## src/rtl/operand_stack.sv

```systemverilog
// Operand stack for the bytecode datapath: TOS/NOS in registers, deeper entries in an array.
// Latency: one command per clk, new state visible the cycle after; operand_a/operand_b are combinational from registers.
// Backpressure: none; illegal commands (underflow/overflow) are dropped and raise a sticky err.
module operand_stack #(
    parameter int DEPTH = 16,
    parameter int CW    = $clog2(DEPTH + 1)
) (
    input  logic          clk,
    input  logic          rst,
    input  logic [2:0]    cmd,
    input  logic          unary,
    input  logic [31:0]   data_in,
    input  logic [31:0]   result_in,
    output logic [31:0]   operand_a,
    output logic [31:0]   operand_b,
    output logic [31:0]   tos,
    output logic [CW-1:0] count,
    output logic          empty,
    output logic          full,
    output logic          err
);

    // Command encodings
    localparam logic [2:0] CMD_NOP   = 3'b000;
    localparam logic [2:0] CMD_PUSH  = 3'b001;
    localparam logic [2:0] CMD_POP   = 3'b010;
    localparam logic [2:0] CMD_BINOP = 3'b011;
    localparam logic [2:0] CMD_UNOP  = 3'b100;
    localparam logic [2:0] CMD_DUP   = 3'b101;
    localparam logic [2:0] CMD_SWAP  = 3'b110;

    // Count constants at the count width, so all compares stay width-matched
    localparam logic [CW-1:0] C0   = '0;
    localparam logic [CW-1:0] C1   = CW'(1);
    localparam logic [CW-1:0] C2   = CW'(2);
    localparam logic [CW-1:0] CMAX = CW'(DEPTH);

    // Entries below NOS: the array holds at most DEPTH-2 values
    localparam int NDEEP = DEPTH - 2;

    logic [31:0]   tos_q;
    logic [31:0]   nos_q;
    logic [CW-1:0] count_q;
    logic          err_q;
    logic [31:0]   deep_q [NDEEP];

    logic [31:0]   tos_d;
    logic [31:0]   nos_d;
    logic [CW-1:0] count_d;
    logic          err_set;
    logic          spill;       // NOS moves down into the array (push-like)
    logic          fill;        // top array entry moves up into NOS (pop-like)
    logic [31:0]   deep_top;    // array entry directly below NOS, 0 if none
    logic          is_empty;
    logic          is_full;

    assign is_empty = (count_q == C0);
    assign is_full  = (count_q == CMAX);

    // Select the array entry just below NOS; stays 0 when count < 3 so refills clear NOS
    always_comb begin
        deep_top = '0;
        for (int i = 0; i < NDEEP; i++) begin
            if (count_q == CW'(i + 3)) begin
                deep_top = deep_q[i];
            end
        end
    end

    // Decode the command into next-state values; illegal commands keep state and flag err
    always_comb begin
        tos_d   = tos_q;
        nos_d   = nos_q;
        count_d = count_q;
        err_set = 1'b0;
        spill   = 1'b0;
        fill    = 1'b0;
        case (cmd)
            CMD_PUSH: begin
                if (!is_full) begin
                    tos_d   = data_in;
                    nos_d   = tos_q;
                    spill   = (count_q >= C2);
                    count_d = count_q + C1;
                end else begin
                    err_set = 1'b1;
                end
            end
            CMD_POP: begin
                if (!is_empty) begin
                    tos_d   = nos_q;
                    nos_d   = deep_top;
                    fill    = 1'b1;
                    count_d = count_q - C1;
                end else begin
                    err_set = 1'b1;
                end
            end
            CMD_BINOP: begin
                // value1 = NOS, value2 = TOS; both consumed, result replaces them
                if (count_q >= C2) begin
                    tos_d   = result_in;
                    nos_d   = deep_top;
                    fill    = 1'b1;
                    count_d = count_q - C1;
                end else begin
                    err_set = 1'b1;
                end
            end
            CMD_UNOP: begin
                if (!is_empty) begin
                    tos_d = result_in;
                end else begin
                    err_set = 1'b1;
                end
            end
            CMD_DUP: begin
                if (!is_empty && !is_full) begin
                    nos_d   = tos_q;
                    spill   = (count_q >= C2);
                    count_d = count_q + C1;
                end else begin
                    err_set = 1'b1;
                end
            end
            CMD_SWAP: begin
                if (count_q >= C2) begin
                    tos_d = nos_q;
                    nos_d = tos_q;
                end else begin
                    err_set = 1'b1;
                end
            end
            CMD_NOP: begin
            end
            default: begin
                // reserved encoding behaves as NOP
            end
        endcase
    end

    // TOS/NOS/count registers and the sticky error flag
    always_ff @(posedge clk or posedge rst) begin
        if (rst) begin
            tos_q   <= '0;
            nos_q   <= '0;
            count_q <= '0;
            err_q   <= 1'b0;
        end else begin
            tos_q   <= tos_d;
            nos_q   <= nos_d;
            count_q <= count_d;
            if (err_set) begin
                err_q <= 1'b1;
            end
        end
    end

    // Deep array: spill NOS into slot count-2, clear slot count-3 when it is pulled up
    always_ff @(posedge clk or posedge rst) begin
        if (rst) begin
            for (int i = 0; i < NDEEP; i++) begin
                deep_q[i] <= '0;
            end
        end else begin
            for (int i = 0; i < NDEEP; i++) begin
                if (spill && (count_q == CW'(i + 2))) begin
                    deep_q[i] <= nos_q;
                end else if (fill && (count_q == CW'(i + 3))) begin
                    deep_q[i] <= '0;
                end
            end
        end
    end

    // ALU operand routing and status outputs
    always_comb begin
        operand_a = unary ? tos_q : nos_q;
        operand_b = tos_q;
        tos       = tos_q;
        count     = count_q;
        empty     = is_empty;
        full      = is_full;
        err       = err_q;
    end

endmodule

```

## config.mk

```make
export PLATFORM = sky130hd
export DESIGN_NAME = operand_stack
export DESIGN_NICKNAME = d
export VERILOG_FILES = /design/src/rtl/operand_stack.sv
export SDC_FILE = /design/constraint.sdc
export NUM_CORES = 1
export LEC_CHECK = 0
export CORE_MARGIN = 2
export CORE_UTILIZATION = 45
export DETAILED_ROUTE_END_ITERATION = 16
export GPL_TIMING_DRIVEN = 0
export PLACE_DENSITY = 0.66
export SYNTH_ARGS = -nofsm -noshare
export SYNTH_HDL_FRONTEND = slang
export SYNTH_SLANG_ARGS = --single-unit
```

## constraint.sdc

```tcl
create_clock -name clk -period 21.8 [get_ports clk]
set_clock_uncertainty 0.1 [all_clocks]
set_input_delay 6.54 -clock clk [delete_from_list [all_inputs] [get_ports clk]]
set_output_delay 6.54 -clock clk [all_outputs]
set_load 0.005 [all_outputs]
```

# --- Word-level counts from Yosys, hierarchy flattened ---
# Index checks and enable logic that the tools add are counted.
op_classes:
  addsub: 2
  n_lt_le_gt_ge: 1
  eq_ne: 27
  n_mux: 71
  n_reduce_logical: 54
op_table:
  columns: ["cell", "n"]
  rows:
  - ["two-way mux 32 bit", 53]
  - ["one-hot mux 32 bit (5 select lines)", 2]
  - ["== test 5 x 4 -> 1 bit, second input constant", 8]
  - ["logical AND 1 bit", 29]
  - ["nonzero test 2 bit", 14]
  - ["== test 5 x 3 -> 1 bit, second input constant", 4]
  - ["two-way mux 5 bit", 4]
  - ["one-hot mux 5 bit (4 select lines)", 1]
  - ["inequality test 2 bit, second input constant", 6]
  - ["AND reduction 6 bit", 2]
  - ["== test 5 x 2 -> 1 bit, second input constant", 2]
  - ["nonzero test 5 bit", 2]
  - ["== test 3 bit, second input constant", 3]
  - ["two-way mux 1 bit", 8]
  - ["== test 3 x 2 -> 1 bit, second input constant", 2]
  - ["adder 5 x 1 -> 5 bit, second input constant", 1]
  - ["== test 5 bit, second input constant", 1]
  - [">= comparator 5 x 2 -> 1 bit, second input constant", 1]
  - ["logical NOT 5 bit", 1]
  - ["AND reduction 5 bit", 1]
  - ["subtractor 5 x 1 -> 5 bit, second input constant", 1]
  - ["one-hot mux 1 bit (2 select lines)", 2]
  - ["one-hot mux 1 bit (4 select lines)", 1]
  - ["nonzero test 4 bit", 1]
  - ["3 further kinds", 5]
word_totals:
  regBits: 518
  in_bits: 70
  elab_cells: 173

# --- Logic depth before layout (Yosys ltp) ---
# Gate-level depths: netlist of run 1.
logic_depth:
  word_depth: 17
  ltp_mapped: 11
  ltp_nobuf: 8

# --- Least setup slack after synthesis of run 1 ---
# Ideal clock, no wire load.
synth_path:
  kind: "input to output"
  from: "input unary"
  to: "output operand_a[10]"
  arrival_ps: 7465
  path_slack_ps: 7695
  stages: 3
  path_buffers: 2
  cell_sequence: "clkbuf_1 > clkbuf_1 > mux2_2"
synth_between:
  elab_chain_cells: 1
synth_lines:
  columns: ["item", "line", "text"]
  rows:
  - ["start, declared", "11", "input logic unary,"]
  - ["two-way mux 32 bit", "178", "operand_a = unary ? tos_q : nos_q;"]
  - ["end, declared", "14", "output logic [31:0] operand_a,"]
# No other way between the ends.

# --- Worst setup path after layout of run 1 ---
layout_path:
  from: "input unary"
  to: "output operand_a[18]"
# Same word-level chain as after synthesis.

==> impl_results.md, run 1 <==
- Most frequent CP cell: clkbuf_1
- Worst reg-to-reg path cell count: 7
- Max-slew headroom: 0.241
- Layout cell share with drive strength beyond 1: 0.0867
- Row count: 86
- Syn nets: 2,504
- Most frequent cells in the layout: 518 x dfrtp_1, 448 x a22o_1, 231 x clkbuf_1
- Initial drt markers: around 2.6k
- FF-to-FF End: nos_q[30]
- CTS tree: done
- Fin nets: ~2.7k
- Ys async rst share: 1.00
- Setup slack, reg-to-reg: around 17,000 ps
- IO Count: roughly 170
- Critical path arrival: ~8500 ps
- First-pass iteration count of the detailed router: 8
- Setup TNS: 0 ps
- Clk_lat worst skew: just over 600 ps
- Beginning of the worst hold path: err
- Syn Area/Cell: roughly 10 µm²
- Cells after Synth: approximately 2.4k
- Crit path to: operand_a[18]
- Biggest cell delay along the critical path: about 610 ps
- Max VDD drop: about 60 µV
- Crit-path cells: clkbuf_1, clkbuf_1, mux2_2, clkdlybuf4s50_1
- Worst setup margin: between 6000 and 7000 ps
- GR Overflow Total: 0
- H-tree levels: 2
- CP max stage cell: clkbuf_1
- Number of global-route vias before repair: 21.6k
- Vias: about 22k
- Max-slew violation count: 0
- Most used flip-flop cell after synthesis: dfrtp_1
- Inst Count DP: approximately 3.3k
- Cts repair resizes: 0
- Fmax: ~0.066 GHz
- Worst slew pin tran: roughly 1100 ps
- Initial Utilization: 0.453
- Worst setup SP type: input port
- Core area: ~55,000 µm²
- Wire per inst: around 27 µm
- Worst EP required: around 15,000 ps
- Worst Setup End Kind: primary output
- RSZ-0062 raised after global routing: false
- Ys Warns: 0
- Final Setup Violations: 0
- Commonest non-fill, non-tap cell in the layout: dfrtp_1
- Pin count of the biggest net entering global routing: about 130
- FF+latch count, synth: ~520
- Antenna diode count: 0
- Post-synth cell types: just over 60
- Crit share post-route: 0.692
- Pre-CTS WS: just under 7000 ps
- Post-synth EDFFs: 0
- Setup CP Type: input port to primary output
- Total global routing track utilization: 0.325
- Detailed-route DRC error count: 0
- Clock buffer depth: 3
- Cell Pwr Density: approximately 140 nW/µm²
- Die area: approximately 57,000 µm²
- Seq/Total Area, Yosys: 0.522
- Die Y-Extent: between 200 and 250 µm
- Hold Fails Final Rpt: 0
- Cts hold-fix bufs: 0
- CTS sink cnt: approximately 520
- First-pass GRT wire length: between 100 and 150 mm
- Fin Hold WS: around 370 ps
- Initial antenna violation count: 1
- Post-route ant nets: 0
- PortBufs: 172
- Hold WC Path Type: flop to flop
- Syn-to-layout area delta: 18.1%
- Reg clk slew, reported paths: 70 ps
- # Post-CTS Setup Buffers: 0
- CP max FO: 10
- Post-Layout Cell Count: approximately 3.4k
- Crit path launch: unary
- Mapped cell area: roughly 25,000 µm²
- TritonCTS Buffers: 53
- Fin crit period: 15,090 ps
- Clock root cell: clkbuf_16
- Status: finished, final reports clean
- Reg2reg start: count[4]
- Gp weighted congestion: around 0.94
- DP HPWL: roughly 70 mm
- Overall power: 4.07 mW
- Die width: roughly 240 µm
- Via-to-Cell Ratio: 6.48
- Max-Cap Viols: 0
- Leak Pwr: approximately 13 nW
- Routed wire length: approximately 94 mm
==> kinds of logic after synthesis <==
kind of cell	after synthesis	synth area share
compound gates	1121	0.325
flops	518	0.522
simple gates	389	0.0709
buf+inv	353	0.0609
mux	40	0.0181
xor+xnor	5	0.00176
fa+ha+maj	4	0.00232
==> where the power goes <==
part           switching, mW  internal [mW]  total, mW  leakage (nW)
Sequential             0.224           1.27       1.49          6.99
Combinational           1.01          0.621       1.63          5.02
Clock                  0.395          0.544      0.938         0.864
==> area by class of cell <==
cell class | instances | area, µm²
fill | 4800 | 25500
sequential | 518 | 13000
multi-input combinational | 1559 | 10400
timing repair buffer | 176 | 1830
clock buffer | 73 | 1510
buffer | 327 | 1420
tap | 704 | 881
clock inverter | 21 | 259
inverter | 26 | 105
==> worst min-delay path by stage <==
stage / to / slack, ps / cells past startpoint
after floorplan: deep_q[415] / 360 / 1
after global placement: err / 350 / 1
after detailed placement: err / 350 / 1
after CTS: err / 370 / 1
after global routing: err / 390 / 1
final: err / 370 / 1
==> state kept, by name (all words and copies together) (netlist names) <==
signal / cells
count: 5
deep_q: 448
err: 1
nos_q: 32
operand_b: 32
==> through the flow <==
step | area [µm²] | utilization
after floorplan | 24900 | -
after global placement | 27500 | 0.500
after detailed placement | 27600 | 0.502
after CTS | 29300 | 0.535
after global routing | 29300 | 0.535
final | 29300 | 0.535
==> routing by layer <==
metal	up-vias	global-route usage	routed length, µm
met3	190	0.0663	7950
li1	9643	-	-
met1	11100	0.453	40200
met2	1153	0.499	41900
met4	0	0.125	3600
met5	-	0	0
==> cells in the mapped netlist (21+ instances only) <==
cell	n	share of area
inv_1	24	0.0036
nand2_1	124	0.019
buf_4	33	0.010
dfrtp_1	518	0.52
mux2_2	39	0.018
o21ai_0	203	0.041
a22o_1	448	0.16
o22ai_1	68	0.017
buf_1	21	0.0032
clkbuf_1	221	0.033
a21oi_1	189	0.038
nor2_1	144	0.022
nor3_1	37	0.0075
or3_1	39	0.0098
o211ai_1	45	0.014
buf_2	52	0.010
a31oi_1	25	0.0063
==> critical path, delay by kind of cell <==
family / cells / cell delay [ps]
multiplexers: 1 / 430
buffers and inverters: 3 / 1470
Power figures use the tool's default switching activity.
==> inputs of run 2 (changes only) <==
clock period = 12.1 ns   (was 21.8 ns; I/O delays follow)
==> impl_results.md, run 2 (synthesis results as in run 1) <==
- Status: finished, final reports clean
- Post-Layout Cell Count: 3,421 (+0.50%)
- Crit path to: operand_a[13]
- Critical path arrival: 5530 ps (-2920 ps)
- First-pass GRT wire length: 139 mm (about the same)
- Filler cells: 4,782 (-0.38%)
- Most frequent cells in the layout: 518 x dfrtp_1, 448 x a22o_1, 230 x clkbuf_1
- Worst reg-to-reg path cell count: 9 (+2)
- Max-Cap Viols: 0 (unchanged)
- Fin crit period: 9260 ps
- Die Y-Extent: 239 µm (unchanged)
- Initial drt markers: 2,594 (+0.74%)
- Crit path launch: unary
- Worst setup SP type: input port
- Fin nets: 2,747 (+0.44%)
- Max reg flops: 448 (unchanged)
- RSZ-0062 raised after global routing: false
- Fin Hold WS: 393 ps (+25.8 ps)
- Inst Count DP: 3,320 (+0.30%)
- Final Setup Violations: 0 (unchanged)
- Cts repair resizes: 0 (unchanged)
- FF-to-FF End: nos_q[19]
- Metal-1 WL: 38.8 mm (-3.4%)
- Number of global-route vias before repair: 21.8k (+1.2%)
- Crit-path cells: clkbuf_1, clkbuf_1, mux2_2, clkdlybuf4s50_1
- Wire per inst: 26.9 µm (-2.1%)
- Worst slew pin tran: 1100 ps (-32.9 ps)
- Post-route ant nets: 0 (unchanged)
- Initial antenna violation count: 0 (-1)
- DP HPWL: 69.8 mm (-0.72%)
- Worst Setup End Kind: primary output
- TritonCTS Buffers: 55 (+3.8%)
- Reg clk slew, reported paths: 60 ps (about the same)
- GR Overflow Total: 0 (unchanged)
- Fin util: 0.541 (+0.00636)
- Met2 wire length: 41.3 mm (-1.4%)
- Commonest non-fill, non-tap cell in the layout: dfrtp_1
- Die area: 57,100 µm² (unchanged)
- Cell Pwr Density: 250 nW/µm² (+81%)
- Die width: 239 µm (unchanged)
- Setup slack, reg-to-reg: 7400 ps (-9640 ps)
- CP max FO: 10 (unchanged)
- Clock buffer depth: 3 (unchanged)
- PortBufs: 172 (unchanged)
- # Post-CTS Setup Buffers: 0 (unchanged)
- Max-slew violation count: 0 (unchanged)
- Layout cell share with drive strength beyond 1: 0.0927 (+0.00608)
- Reg2reg start: count[0]
- First-pass iteration count of the detailed router: 7 (-1)
- CP max stage cell: clkbuf_1
- CTS tree: done
- Routed wire length: 92.1 mm (-1.6%)
- Clk_lat worst skew: 620 ps (about the same)
- Max VDD drop: 126 µV (+110%)
- Detailed-route DRC error count: 0 (unchanged)
- Largest register by flop count: deep_q
- Initial Utilization: 0.453 (unchanged)
- Fmax: 0.108 GHz
- Syn-to-layout area delta: 19.5%
- Crit share post-route: 0.765
- Hold WC Path Type: flop to flop
- Clock root cell: clkbuf_16
- Biggest cell delay along the critical path: 600 ps (about the same)
- IO Count: 174 (unchanged)
- DR top layer: met4
- Most frequent CP cell: clkbuf_1
- H-tree levels: 2 (unchanged)
- Max-slew headroom: 0.263 (+0.0220)
- Hold Fails Final Rpt: 0 (unchanged)
- Row count: 86 (unchanged)
- Met3 WL: 8.28 mm (+4.2%)
- Vias: 22.1k (+0.34%)
- Cts hold-fix bufs: 0 (unchanged)
- Core area: 54,900 µm² (unchanged)
- Total global routing track utilization: 0.322 (-0.00264)
- Pin count of the biggest net entering global routing: 46 (-65%)
- Antenna diode count: 0 (unchanged)
- Pre-CTS WS: 2840 ps (-3890 ps)
- Worst setup margin: 2840 ps (-3880 ps)
- Via-to-Cell Ratio: 6.47 (-0.16%)
- Worst EP required: 8370 ps (-6790 ps)
- Leak Pwr: 13.0 nW (+1.3%)
- Setup CP Type: input port to primary output
- Gp weighted congestion: 0.990 (+4.8%)
- CTS sink cnt: 518 (unchanged)
-- run 2: changes by cell type in the layout (fill, tap and decap cells not counted), sizes merged --
cell | previous run | this run
bufinv | 5 | 7
buf | 110 | 120
inv | 25 | 24
clkbuf | 294 | 302
clkinv | 13 | 12
clkinvlp | 4 | 3
-- run 2: area by class of cell --
type / instances / area, µm² / area share
Sequential cell: 518 / 13000 / 0.437
Multi-Input combinational cell: 1559 / 10400 / 0.349
Timing Repair Buffer: 186 / 2000 / 0.0674
Clock buffer: 81 / 1660 / 0.0557
Buffer: 327 / 1420 / 0.0477
Tap cell: 704 / 881 / 0.0297
Clock inverter: 20 / 299 / 0.0101
Inverter: 26 / 101 / 0.00341
-- run 2: worst max-delay path: cells and delay by family --
kind | cells | cell delay [ps]
buffers and inverters | 3 | 1460
muxes | 1 | 450
-- run 2: worst min path at each step --
stage,cells after the start,startpoint,end,slack [ps]
6_report,1,err,err,390
5_1_grt,1,deep_q[383],deep_q[383],400
4_1_cts,1,err,err,390
3_5_place_dp,1,deep_q[398],deep_q[398],380
3_3_place_gp,1,err,err,370
2_1_floorplan,1,deep_q[415],deep_q[415],360
-- run 2: layer usage --
metal / up-vias / track usage
li1: 9654 / -
met1: 11100 / 0.447
met2: 1219 / 0.499
met3: 203 / 0.0620
met4: 0 / 0.126
met5: - / 0
-- run 2: per-stage QoR --
| stage | power, mW | TNS (ps) | instance area, µm² |
|---|---|---|---|
| 4_1_cts | 7.35 | 0 | 29700 |
| 6_report | 7.43 | 0 | 29700 |
| 3_5_place_dp | 5.51 | 0 | 27700 |
| 3_3_place_gp | 5.46 | -901410 | 27500 |
| 2_1_floorplan | 4.26 | 0 | 24900 |
| 5_1_grt | 7.75 | 0 | 29700 |
-- run 2: power breakdown --
| group | leakage [nW] | internal, mW | switching, mW |
|---|---|---|---|
| logic | 5.09 | 1.12 | 1.80 |
| clock network | 0.962 | 1.09 | 0.733 |
| registers | 6.99 | 2.29 | 0.399 |
| total | 13.0 | 4.51 | 2.93 |
==> inputs of run 3 (changes only) <==
PLACE_DENSITY = not set   (was 0.66)
clock period = 9 ns   (was 12.1 ns; I/O delays follow)
==> impl_results.md, run 3 (synthesis results as in run 1) <==
- Final instance area: 29,800 µm² (+0.32%)
- Wire per inst: 28.0 µm (+4.0%)
- Filler cells: 4,878 (+2.0%)
- Reg clk slew, reported paths: 60 ps (about the same)
- Fin Hold WS: 396 ps (+3.34 ps)
- PortBufs: 172 (unchanged)
- Die width: 239 µm (unchanged)
- First-pass iteration count of the detailed router: 6 (-1)
- Cts repair resizes: 0 (unchanged)
- Crit path launch: count[4]
- Final Setup Violations: 0 (unchanged)
- Number of global-route vias before repair: 21.7k (-0.46%)
- Initial drt markers: 2,463 (-5.1%)
- Syn-to-layout area delta: 19.9%
- Crit share post-route: 0.825
- Core area: 54,900 µm² (unchanged)
- Max VDD drop: 160 µV (+27%)
- Total global routing track utilization: 0.334 (+0.0119)
- GR Overflow Total: 0 (unchanged)
- Initial antenna violation count: 1 (+1)
- # Post-CTS Setup Buffers: 0 (unchanged)
- Max reg flops: 448 (unchanged)
- Post-place instance area: 27,700 µm² (unchanged)
- Cts hold-fix bufs: 0 (unchanged)
- Leak Pwr: 13.1 nW (+0.34%)
- Detailed-route DRC error count: 0 (unchanged)
- CTS sink cnt: 518 (unchanged)
- RSZ-0062 raised after global routing: false
- Die area: 57,100 µm² (unchanged)
- Max-slew headroom: 0.204 (-0.0598)
- Beginning of the worst hold path: deep_q[398]
- Reg2reg start: count[0]
- Clock buffer depth: 3 (unchanged)
- Fin crit period: approximately 7400 ps
- Pin count of the biggest net entering global routing: 45 (-2.2%)
- CP max FO: 10 (unchanged)
- Worst EP required: 6200 ps (-2170 ps)
- Worst setup SP type: flop
- Critical path arrival: 4630 ps (-900 ps)
- Gp weighted congestion: 0.964 (-2.6%)
- Worst Setup End Kind: primary output
- Fin nets: 2,748 (+0.036%)
- Layout cell share with drive strength beyond 1: 0.0953 (+0.00251)
- First-pass GRT wire length: 143 mm (+2.4%)
- H-tree levels: 2 (unchanged)
- Largest register by flop count: deep_q
- Fmax: between 0.1 and 0.15 GHz
- Hold Fails Final Rpt: 0 (unchanged)
- Vias: 22.3k (+0.65%)
- Clock root cell: clkbuf_16
- Row count: 86 (unchanged)
- IO Count: 174 (unchanged)
- Hold WC Path Type: flop to flop
- Max-Cap Viols: 0 (unchanged)
- Max-slew violation count: 0 (unchanged)
- Setup CP Type: flop to primary output
- Via-to-Cell Ratio: 6.51 (+0.56%)
- Post-route ant nets: 0 (unchanged)
- Initial Utilization: 0.453 (unchanged)
- Routed wire length: 95.9 mm (+4.1%)
- Die Y-Extent: 239 µm (unchanged)
- Status: finished, final reports clean
- Worst slew pin tran: 1190 ps (+89.4 ps)
- Clk_lat worst skew: 630 ps (about the same)
- Commonest non-fill, non-tap cell in the layout: dfrtp_1
- DP HPWL: 72.1 mm (+3.3%)
- Most frequent cells in the layout: 518 x dfrtp_1, 448 x a22o_1, 225 x clkbuf_1
- CTS tree: done
- TritonCTS Buffers: 56 (+1.8%)
- Cell Pwr Density: 342 nW/µm² (+36%)
-- run 3: power by group --
group | switching, mW | leakage (nW) | total (mW) | internal (mW)
sequential | 0.547 | 6.99 | 3.62 | 3.07
combinational | 2.48 | 5.09 | 3.99 | 1.51
clock | 1.01 | 1.01 | 2.57 | 1.56
-- run 3: per-layer routing --
metal	part of all wire	vias up	global-route usage
met5	0	-	0
met4	0.034	0	0.116
met3	0.093	185	0.0752
met2	0.44	1206	0.511
met1	0.43	11200	0.469
li1	-	9654	-
-- run 3: area by class of cell --
type / instances / area (µm²) / area share
tap: 704 / 881 / 0.0296
antenna: 1 / 2.50 / 0.0000840
timing repair buffer: 186 / 2000 / 0.0672
multi-input combinational: 1559 / 10400 / 0.348
sequential: 518 / 13000 / 0.435
clock inverter: 28 / 412 / 0.0138
buffer: 327 / 1420 / 0.0475
clock buffer: 75 / 1630 / 0.0549
inverter: 26 / 101 / 0.00340
-- run 3: worst paths after layout --
check	end	slack, ps	depth (start not counted)
min in group asynchronous	operand_b[24]	2460	2
worst max register to register	nos_q[19]	4320	9
max in group asynchronous	deep_q[162]	4940	6
worst min register to register	deep_q[398]	400	1
worst min-delay path	deep_q[398]	400	1
worst max-delay path	full	1570	7
-- run 3: critical path, stage by stage, from the launching register on --
cell	delay, ps
dfrtp_1	650
clkbuf_1	590
buf_1	760
nand2_1	460
inv_1	260
buf_2	320
clkbuf_1	380
clkdlybuf4s50_1	580
-- run 3: stage by stage --
| stage | power (mW) | setup slack (ps) | instances | utilization | setup TNS (ps) |
|---|---|---|---|---|---|
| final | 10.2 | 1570 | 3424 | 0.543 | 0 |
| after global routing | 10.6 | 1540 | 3423 | 0.543 | 0 |
| after CTS | 10.1 | 1610 | 3423 | 0.543 | 0 |
| after detailed placement | 7.48 | 1620 | 3320 | 0.506 | 0 |
| after global placement | 7.42 | -4110 | 3306 | 0.500 | -2090820 |
| after floorplan | 5.73 | -836 | 2430 | - | -433180 |
